--- config.mk ---
export PLATFORM = sky130hd
export DESIGN_NAME = alu_cmd_issuer
export DESIGN_NICKNAME = d
export VERILOG_FILES = /design/src/rtl/alu_pkg.sv /design/src/rtl/alu_cmd_fifo.sv /design/src/rtl/alu_cmd_issuer.sv
export SDC_FILE = /design/constraint.sdc
export NUM_CORES = 1
export LEC_CHECK = 0
export CORE_ASPECT_RATIO = 0.8
export CORE_MARGIN = 2
export CORE_UTILIZATION = 45
export CTS_CLUSTER_SIZE = 25
export DETAILED_ROUTE_END_ITERATION = 10
export DONT_BUFFER_PORTS = 1
export SYNTH_ARGS = -nofsm -noshare
export SYNTH_HDL_FRONTEND = slang
export SYNTH_SLANG_ARGS = --single-unit
--- constraint.sdc ---
create_clock -name clk -period 2.96 [get_ports clk]
set_input_delay 0.444 -clock clk [delete_from_list [all_inputs] [get_ports clk]]
set_output_delay 0.444 -clock clk [all_outputs]
set_load 0.1 [all_outputs]
--- src/rtl/alu_pkg.sv ---
// Shared types and constants for the 4-bit ALU command issuer.
package alu_pkg;
  localparam int DATA_W = 4;

  localparam logic [2:0] OP_ADD = 3'b000;
  localparam logic [2:0] OP_SUB = 3'b001;
  localparam logic [2:0] OP_AND = 3'b010;
  localparam logic [2:0] OP_OR  = 3'b011;

  localparam logic [1:0] ST_IDLE  = 2'd0;
  localparam logic [1:0] ST_DRIVE = 2'd1;
  localparam logic [1:0] ST_RESP  = 2'd2;

  typedef struct packed {
    logic [2:0]        op;
    logic [DATA_W-1:0] a;
    logic [DATA_W-1:0] b;
    logic              cin;
  } cmd_t;

  // Any opcode with the top bit set has no ALU function behind it.
  function automatic logic op_illegal(input logic [2:0] op);
    return op[2];
  endfunction
endpackage

--- src/rtl/alu_cmd_fifo.sv ---
// Synchronous FIFO, wrap-bit pointers, registered-only read visibility (no fall-through).
module alu_cmd_fifo #(
  parameter int DEPTH = 4,
  parameter int WIDTH = 12
) (
  input  logic             clk,
  input  logic             rst_n,
  input  logic             push,
  input  logic [WIDTH-1:0] wdata,
  input  logic             pop,
  output logic [WIDTH-1:0] rdata,
  output logic             full,
  output logic             empty
);
  localparam int AW = $clog2(DEPTH);
  localparam logic [AW:0] PTR_ONE = {{AW{1'b0}}, 1'b1};

  logic [AW:0]      wr_ptr_q, wr_ptr_d;
  logic [AW:0]      rd_ptr_q, rd_ptr_d;
  logic [WIDTH-1:0] mem_q [DEPTH];
  logic             do_push, do_pop;

  assign full    = (wr_ptr_q[AW] != rd_ptr_q[AW]) && (wr_ptr_q[AW-1:0] == rd_ptr_q[AW-1:0]);
  assign empty   = (wr_ptr_q == rd_ptr_q);
  assign do_push = push && !full;
  assign do_pop  = pop && !empty;
  assign rdata   = mem_q[rd_ptr_q[AW-1:0]];

  always_comb begin
    wr_ptr_d = wr_ptr_q;
    rd_ptr_d = rd_ptr_q;
    if (do_push) wr_ptr_d = wr_ptr_q + PTR_ONE;
    if (do_pop)  rd_ptr_d = rd_ptr_q + PTR_ONE;
  end

  always_ff @(posedge clk) begin
    if (!rst_n) begin
      wr_ptr_q <= '0;
      rd_ptr_q <= '0;
    end else begin
      wr_ptr_q <= wr_ptr_d;
      rd_ptr_q <= rd_ptr_d;
    end
  end

  // Storage needs no reset: pointers alone decide what is visible.
  always_ff @(posedge clk) begin
    if (do_push) mem_q[wr_ptr_q[AW-1:0]] <= wdata;
  end
endmodule

--- src/rtl/alu_cmd_issuer.sv ---
// Queues ALU commands, drives one at a time onto the combinational ALU, returns results in order.
module alu_cmd_issuer
  import alu_pkg::*;
#(
  parameter int FIFO_DEPTH    = 4,
  parameter int SETTLE_CYCLES = 1
) (
  input  logic              clk,
  input  logic              rst_n,
  input  logic              cmd_valid,
  output logic              cmd_ready,
  input  logic [2:0]        cmd_op,
  input  logic [DATA_W-1:0] cmd_a,
  input  logic [DATA_W-1:0] cmd_b,
  input  logic              cmd_cin,
  output logic [DATA_W-1:0] alu_a,
  output logic [DATA_W-1:0] alu_b,
  output logic              alu_c,
  output logic [2:0]        alu_opcode,
  input  logic [DATA_W-1:0] alu_result,
  input  logic              alu_carrysum,
  input  logic              alu_carrysub,
  output logic              rsp_valid,
  input  logic              rsp_ready,
  output logic [DATA_W-1:0] rsp_result,
  output logic              rsp_carry,
  output logic              rsp_err,
  output logic              busy
);
  localparam logic [3:0] CNT_INIT = 4'(SETTLE_CYCLES - 1);

  logic [1:0]        state_q, state_d;
  logic [3:0]        cnt_q, cnt_d;
  cmd_t              alu_cmd_q, alu_cmd_d;
  logic              rsp_valid_q, rsp_valid_d;
  logic [DATA_W-1:0] rsp_result_q, rsp_result_d;
  logic              rsp_carry_q, rsp_carry_d;
  logic              rsp_err_q, rsp_err_d;

  cmd_t fifo_wdata, fifo_rdata;
  logic fifo_push, fifo_pop, fifo_full, fifo_empty;

  assign fifo_wdata = '{op: cmd_op, a: cmd_a, b: cmd_b, cin: cmd_cin};
  assign cmd_ready  = !fifo_full;
  assign fifo_push  = cmd_valid && cmd_ready;

  alu_cmd_fifo #(
    .DEPTH (FIFO_DEPTH),
    .WIDTH ($bits(cmd_t))
  ) u_fifo (
    .clk   (clk),
    .rst_n (rst_n),
    .push  (fifo_push),
    .wdata (fifo_wdata),
    .pop   (fifo_pop),
    .rdata (fifo_rdata),
    .full  (fifo_full),
    .empty (fifo_empty)
  );

  always_comb begin
    state_d      = state_q;
    cnt_d        = cnt_q;
    alu_cmd_d    = alu_cmd_q;
    rsp_valid_d  = rsp_valid_q;
    rsp_result_d = rsp_result_q;
    rsp_carry_d  = rsp_carry_q;
    rsp_err_d    = rsp_err_q;
    fifo_pop     = 1'b0;
    case (state_q)
      ST_IDLE: begin
        if (!fifo_empty) begin
          fifo_pop  = 1'b1;
          alu_cmd_d = fifo_rdata;
          cnt_d     = CNT_INIT;
          state_d   = ST_DRIVE;
        end
      end
      ST_DRIVE: begin
        if (cnt_q == 4'd0) begin
          rsp_valid_d  = 1'b1;
          rsp_result_d = alu_result;
          rsp_err_d    = 1'b0;
          state_d      = ST_RESP;
          // Illegal ops leave the ALU output floating; never sample it.
          if (op_illegal(alu_cmd_q.op)) begin
            rsp_result_d = '0;
            rsp_carry_d  = 1'b0;
            rsp_err_d    = 1'b1;
          end else if (alu_cmd_q.op == OP_ADD) begin
            rsp_carry_d = alu_carrysum;
          end else if (alu_cmd_q.op == OP_SUB) begin
            rsp_carry_d = alu_carrysub;
          end else begin
            rsp_carry_d = 1'b0;
          end
        end else begin
          cnt_d = cnt_q - 4'd1;
        end
      end
      ST_RESP: begin
        if (rsp_ready) begin
          rsp_valid_d = 1'b0;
          state_d     = ST_IDLE;
        end
      end
      default: state_d = ST_IDLE;
    endcase
  end

  always_ff @(posedge clk) begin
    if (!rst_n) begin
      state_q      <= ST_IDLE;
      cnt_q        <= '0;
      alu_cmd_q    <= '0;
      rsp_valid_q  <= 1'b0;
      rsp_result_q <= '0;
      rsp_carry_q  <= 1'b0;
      rsp_err_q    <= 1'b0;
    end else begin
      state_q      <= state_d;
      cnt_q        <= cnt_d;
      alu_cmd_q    <= alu_cmd_d;
      rsp_valid_q  <= rsp_valid_d;
      rsp_result_q <= rsp_result_d;
      rsp_carry_q  <= rsp_carry_d;
      rsp_err_q    <= rsp_err_d;
    end
  end

  assign alu_a      = alu_cmd_q.a;
  assign alu_b      = alu_cmd_q.b;
  assign alu_c      = alu_cmd_q.cin;
  assign alu_opcode = alu_cmd_q.op;
  assign rsp_valid  = rsp_valid_q;
  assign rsp_result = rsp_result_q;
  assign rsp_carry  = rsp_carry_q;
  assign rsp_err    = rsp_err_q;
  assign busy       = (state_q != ST_IDLE) || !fifo_empty;
endmodule

==> results of run 1 <==
## critical path, delay by kind of cell (launching register included)
| kind | cells | cell delay, ns |
|---|---|---|
| buf+inv | 2 | 0.45 |
| simple gates | 1 | 0.36 |
| flops | 1 | 0.31 |
| xor+xnor | 1 | 0.23 |
## power breakdown
part           switching [mW]  leakage [nW]  internal [mW]
clock network           0.391         0.121          0.563
logic                   0.523         0.370          0.330
registers               0.802         0.694           1.34
total                    1.72          1.19           2.23
## sequential cells by signal, summed over array words and instances (netlist names), 2 cells and up
signal,cells
u_fifo.mem_q,48
alu_b,4
u_fifo.rd_ptr_q,3
cnt_q,4
rsp_result,4
alu_opcode,3
u_fifo.wr_ptr_q,3
alu_a,4
state_q,2
## cells by family (layout without fill, tap and decap cells)
logic type / after synthesis / count (layout) / synth area share, %
buf+inv: 19 / 29 / 3.306
fa+ha+maj: 6 / 6 / 2.361
simple gates: 71 / 71 / 11.69
compound gates: 35 / 35 / 6.494
mux: 14 / 14 / 9.130
flops: 79 / 79 / 64.86
xor+xnor: 7 / 7 / 2.165
## cell type report
class	count	area, sq um	share of cell area (%)
flip-flops and latches	79	2062	58.94
multi-input cells	133	1012	28.93
clock buffers	9	123.9	3.541
clock inverters	7	120.1	3.433
well taps	87	108.9	3.112
repair buffers	6	45.04	1.288
inverters	7	26.28	0.7511
## through the flow
stage / setup slack [ns] / power, mW / utilization (%) / std cells / area (sq um)
finish: 0.8228 / 3.946 / 51.01 / 328 / 3498
detailed placement: 0.8800 / 3.030 / 47.45 / 312 / 3254
CTS: 0.7947 / 3.991 / 51.01 / 328 / 3498
global route: 0.7577 / 4.133 / 51.01 / 328 / 3498
floorplan: 1.038 / 2.887 / - / 231 / 3179
global placement: 0.9822 / 3.007 / 47.45 / 312 / 3254
## synth_stat cells, types with 3 or more instances
master    number
clkbuf_1       5
nand3_1       14
ha_1           6
nand3b_1       6
xor2_1         3
dfxtp_1       31
buf_2          3
nand2_1       26
nor3_1         4
edfxtp_1      48
and2_1         3
a21oi_1       10
xnor2_1        3
o21ai_0       11
inv_1          7
nor2_1         6
mux4_2        12
buf_6          4
o21ai_1        4
## worst max path at each step
stage / startpoint / end / slack (ns) / depth (start not counted)
floorplan: u_fifo.rd_ptr_q[0] / cmd_ready / 1.04 / 3
global placement: u_fifo.rd_ptr_q[1] / u_fifo.mem_q[0][8] / 0.98 / 4
detailed placement: u_fifo.rd_ptr_q[1] / u_fifo.mem_q[1][9] / 0.88 / 4
CTS: u_fifo.rd_ptr_q[1] / cmd_ready / 0.79 / 4
global route: u_fifo.rd_ptr_q[1] / u_fifo.mem_q[1][1] / 0.76 / 4
finish: u_fifo.rd_ptr_q[1] / cmd_ready / 0.82 / 4
## routing by layer
metal  routed length [um]  GRT usage (%)
met5                    0              0
met4                   75          5.833
met3                  461          8.099
met1                 2501          19.18
met2                 2390          22.95
==> qor_table.md, run 1 <==
| Item | This run | Unit |
| --- | --- | --- |
| Status | finished clean | - |
| Minimum clock period after layout | 2.137 | ns |
| Sort of element at the end of the critical path | primary output | - |
| Total die area | 7758 | sq um |
| CORE AREA | 6858 | sq um |
| RSZ-0062 raised after global routing | false | - |
| Global-route wire length before repair | 8963 | um |
| WP data arrival | 1.69 | ns |
| Primary flip-flop cell chosen by synthesis mapping | edfxtp_1 | - |
| Site row count | 27 | - |
| Max transition margin | 26.12 | % |
| Maximum clock rate | 467.9 | MHz |
| Slowest Stage Delay on Critical Path | 0.36 | ns |
| Cell area after synthesis | 3179 | sq um |
| Synthesized netlist net count | 259 | - |
| Post-CTS sizing | 0 | - |
| Crit path launch type | flip-flop | - |
| Post-route DRC | 0 | - |
| Number of placed I/O pins | 43 | - |
| GRT Residual Overflow | 0 | - |
| Leading area contributor after synthesis | edfxtp_1 | - |
| Starting DRC count in detailed routing | 79 | - |
| Capture point of the worst reg-to-reg path | u_fifo.mem_q[1][1] | - |
| Largest cells by area after synthesis | edfxtp_1 (45%), dfxtp_1 (20%), mux4_2 (8.5%) | - |
| CTS Root Cell | clkbuf_8 | - |
| Top library cells by usage in the layout, fill and taps aside | edfxtp_1 (48), dfxtp_1 (31), nand2_1 (26) | - |
| Worst R2R Setup Slack | 0.89 | ns |
| Startpoint of the lowest-slack hold path | cmd_op[2] | - |
| Number of buffers added for setup after CTS | 0 | - |
| Largest fanout on the critical path | 15 | - |
| Async set-reset flop share out of synthesis | 0 | % |
| Commonest non-fill, non-tap cell in the layout | edfxtp_1 | - |
| Worst vdd rail ir drop | 0.3834 | mV |
| Critical path start-end classification | reg -> out | - |
| Weighted congestion at the end of routability-driven global placement | 0.7136 | - |
| Depth of the worst hold-timing path | 0 | - |
| Clock tree from TritonCTS | built | - |
| H-tree depth | 3 | - |
| Top cell by count, worst path | buf_4 | - |
| Routed wirelength normalized by instance count | 16.55 | um |
| Count of port buffers added during placement | 0 | - |
| Setup-violating endpoint count in the final report | 0 | - |
| Effective utilization at floorplan | 46.36 | % |
| Yosys warning total | 0 | - |
| Share of post-route cells with drive strength above 1 | 15.77 | % |
| Post-DP HPWL | 3640 | um |
| Maximum number of pins on one net before global-route repair | 36 | - |
| Post-synthesis cell type count | 40 | - |
| Vertical extent of the die | 79.18 | um |
| Leakage power total | 1.185 | nW |
| Width of the chip | 97.98 | um |
| Required @ worst endpoint | 2.52 | ns |
| Count of nets left with antenna violations after detail routing | 0 | - |
| Sequential-to-total area share from yosys stat | 64.86 | % |
| Final-layout worst hold slack | 0.1881 | ns |
| Number of global-route vias before repair | 1767 | - |
| Pin slew with the least headroom to its limit | 1.107 | ns |
| Post-synth EDFFs | 48 | - |
| Number of cells on the worst reg-to-reg path | 4 | - |
| P&R area growth vs syn | 10.04 | % |
| Post-Synthesis Cells | 231 | - |
| Clock Pin Slew Worst Setup and Hold Paths | 0.08 | ns |
| Count of hold-fix buffers inserted at cts | 0 | - |
| Path class of the lowest-slack min-delay path | in -> reg | - |
| Power per Cell Area | 1128 | nW/um^2 |
| Final Net Count | 264 | - |
| Hold Crit Endpoint | u_fifo.mem_q[2][11] | - |
| Worst R2R Start | u_fifo.rd_ptr_q[1] | - |
| Critical-path cell list | buf_4 -> xor2_2 -> or3_1 -> buf_4 | - |
| Proportion of netlist area held by the largest area contributor | 45.34 | % |
| Iteration count of the initial detailed-routing pass | 5 | - |
| Worst Skew | 0.008325 | ns |
| Total CTS buffers | 9 | - |
| TNS Setup | 0 | ns |
| Final Max Tran Viols | 0 | - |
| Ant diodes | 0 | - |
| Number of clock sinks | 79 | - |
| Worst-Skew Late Latency | 0.35 | ns |
| All-layer global routing usage | 15.42 | % |
| Final Cycle Share | 72.20 | % |
| Crit path max-delay cell type | or3_1 | - |
| Initial antenna violation count | 0 | - |
| Average cell area after synthesis | 13.76 | sq um |
| Routed wire length | 5429 | um |
| Count of max-cap constraint violations | 0 | - |
| Count of vias placed by the detailed router | 1760 | - |
| Flip-flop and latch count after synthesis | 79 | - |
| Final number of hold-violating endpoints | 0 | - |
| Max Buffers Root-to-Sink | 2 | - |
| Filler Cell Count | 592 | - |
| Avg Vias per Cell | 5.366 | - |
(Power assumes the default switching activity.)
==> run 2: changes to the inputs <==
- clock period: 2.96 -> 2.1 ns (I/O delays scaled with it)
==> qor_table.md, run 2 (synthesis gave the netlist of run 1 again) <==
| Item | This run | Unit |
| --- | --- | --- |
| Max Buffers Root-to-Sink | 2 | - |
| Top library cells by usage in the layout, fill and taps aside | edfxtp_1 (48), dfxtp_1 (31), buf_4 (27) | - |
| Final number of hold-violating endpoints | 0 | - |
| Count of port buffers added during placement | 0 | - |
| Count of hold-fix buffers inserted at cts | 0 | - |
| Max transition margin | 49.88 | % |
| Global-route wire length before repair | 9135 | um |
| Count of nets left with antenna violations after detail routing | 0 | - |
| Crit path launch type | flip-flop | - |
| P&R area growth vs syn | 14.21 | % |
| Avg Vias per Cell | 5.217 | - |
| Site row count | 27 | - |
| Depth of the worst hold-timing path | 0 | - |
| Final Cycle Share | 90.94 | % |
| CORE AREA | 6858 | sq um |
| Critical-path cell list | xor2_1 -> buf_4 -> or3_1 -> buf_12 | - |
| Final-layout worst hold slack | 0.06653 | ns |
| Power per Cell Area | 1511 | nW/um^2 |
| Number of buffers added for setup after CTS | 0 | - |
| Crit path max-delay cell type | dfxtp_1 | - |
| Weighted congestion at the end of routability-driven global placement | 0.7627 | - |
| Post-DP HPWL | 3908 | um |
| Post-route DRC | 0 | - |
| CTS Root Cell | clkbuf_8 | - |
| Placement Setup Slack | 0.4011 | ns |
| Final Max Tran Viols | 0 | - |
| Width of the chip | 97.98 | um |
| Maximum number of pins on one net before global-route repair | 36 | - |
| Maximum clock rate | 523.6 | MHz |
| Worst setup slack after layout | 0.1902 | ns |
| Largest fanout on the critical path | 5 | - |
| Vertical extent of the die | 79.18 | um |
| Routed wirelength normalized by instance count | 16.02 | um |
| Number of buffers and inverters on the critical path | 2 | - |
| Total power draw | 5.487 | mW |
| Setup-violating endpoint count in the final report | 0 | - |
| Pin slew with the least headroom to its limit | 0.7450 | ns |
| Routed wire length | 5624 | um |
| Number of flip-flops under the largest register name | 48 | - |
| Ant diodes | 0 | - |
| GRT Residual Overflow | 0 | - |
| Worst Skew | 0.007020 | ns |
| Initial antenna violation count | 0 | - |
| Minimum clock period after layout | 1.910 | ns |
| Clock tree from TritonCTS | built | - |
| Starting DRC count in detailed routing | 63 | - |
| All-layer global routing usage | 15.31 | % |
| Path class of the lowest-slack min-delay path | in -> reg | - |
| Leakage power total | 1.291 | nW |
| Count of vias placed by the detailed router | 1831 | - |
| Clock Pin Slew Worst Setup and Hold Paths | 0.08 | ns |
| Number of placed I/O pins | 43 | - |
| Share of post-route cells with drive strength above 1 | 23.11 | % |
| Critical Path Stages | 4 | - |
| Status | finished clean | - |
| Post-CTS sizing | 0 | - |
| Final Net Count | 287 | - |
| Slowest Stage Delay on Critical Path | 0.44 | ns |
| Total CTS buffers | 9 | - |
| H-tree depth | 3 | - |
| Utilization after layout | 52.95 | % |
| Number of clock sinks | 79 | - |
| WP data arrival | 1.59 | ns |
| Count of max-cap constraint violations | 0 | - |
| Number of cells on the worst reg-to-reg path | 5 | - |
| Critical path start-end classification | reg -> out | - |
| Sort of element at the end of the critical path | primary output | - |
| Worst vdd rail ir drop | 0.6127 | mV |
| Required @ worst endpoint | 1.78 | ns |
| Effective utilization at floorplan | 46.36 | % |
| Commonest non-fill, non-tap cell in the layout | edfxtp_1 | - |
| TNS Setup | 0 | ns |
| Gate family responsible for the most delay along the worst path | flip-flops | - |
| Number of global-route vias before repair | 1802 | - |
| Worst-Skew Late Latency | 0.34 | ns |
| Iteration count of the initial detailed-routing pass | 4 | - |
| RSZ-0062 raised after global routing | false | - |
| Total die area | 7758 | sq um |
## run 2: path summary, 6_finish.rpt
| check | from | to | slack, ns |
|---|---|---|---|
| worst min register to register | alu_c | alu_c | 0.45 |
| worst max-delay path | u_fifo.wr_ptr_q[0] | cmd_ready | 0.19 |
| worst min-delay path | cmd_cin | u_fifo.mem_q[0][0] | 0.07 |
| worst max register to register | u_fifo.wr_ptr_q[0] | cnt_q[3] | 0.37 |
## run 2: power breakdown
part	switching [mW]	leakage, nW	internal [mW]
Sequential	0.144	0.694	1.89
Clock	0.562	0.0935	0.444
Combinational	1.77	0.503	0.679
Total	2.48	1.29	3.01
## run 2: metal layers
metal	global-route usage (%)	wire length [um]
met5	0	0
met4	4.444	29
met3	6.602	359
met2	22.53	2501
met1	20.78	2732
## run 2: area by class of cell
class | instances | area, sq um
Sequential cell | 79 | 2062
Tap cell | 87 | 108.9
Fill cell | 590 | 3227
Inverter | 7 | 26.28
Clock inverter | 7 | 55.05
Clock buffer | 9 | 123.9
Timing Repair Buffer | 29 | 242.7
Multi-Input combinational cell | 133 | 1012
## run 2: metrics by stage
stage,instances,instance area (sq um)
floorplan,231,3179
global placement,335,3452
detailed placement,335,3452
CTS,351,3631
global route,351,3631
finish,351,3631
## run 2: worst reg2reg max path, cell delays in order, from the launching register on
cell,delay (ns)
dfxtp_1,0.44
xor2_1,0.12
buf_4,0.16
nor4_1,0.57
nor3_1,0.17
o2bb2ai_1,0.17
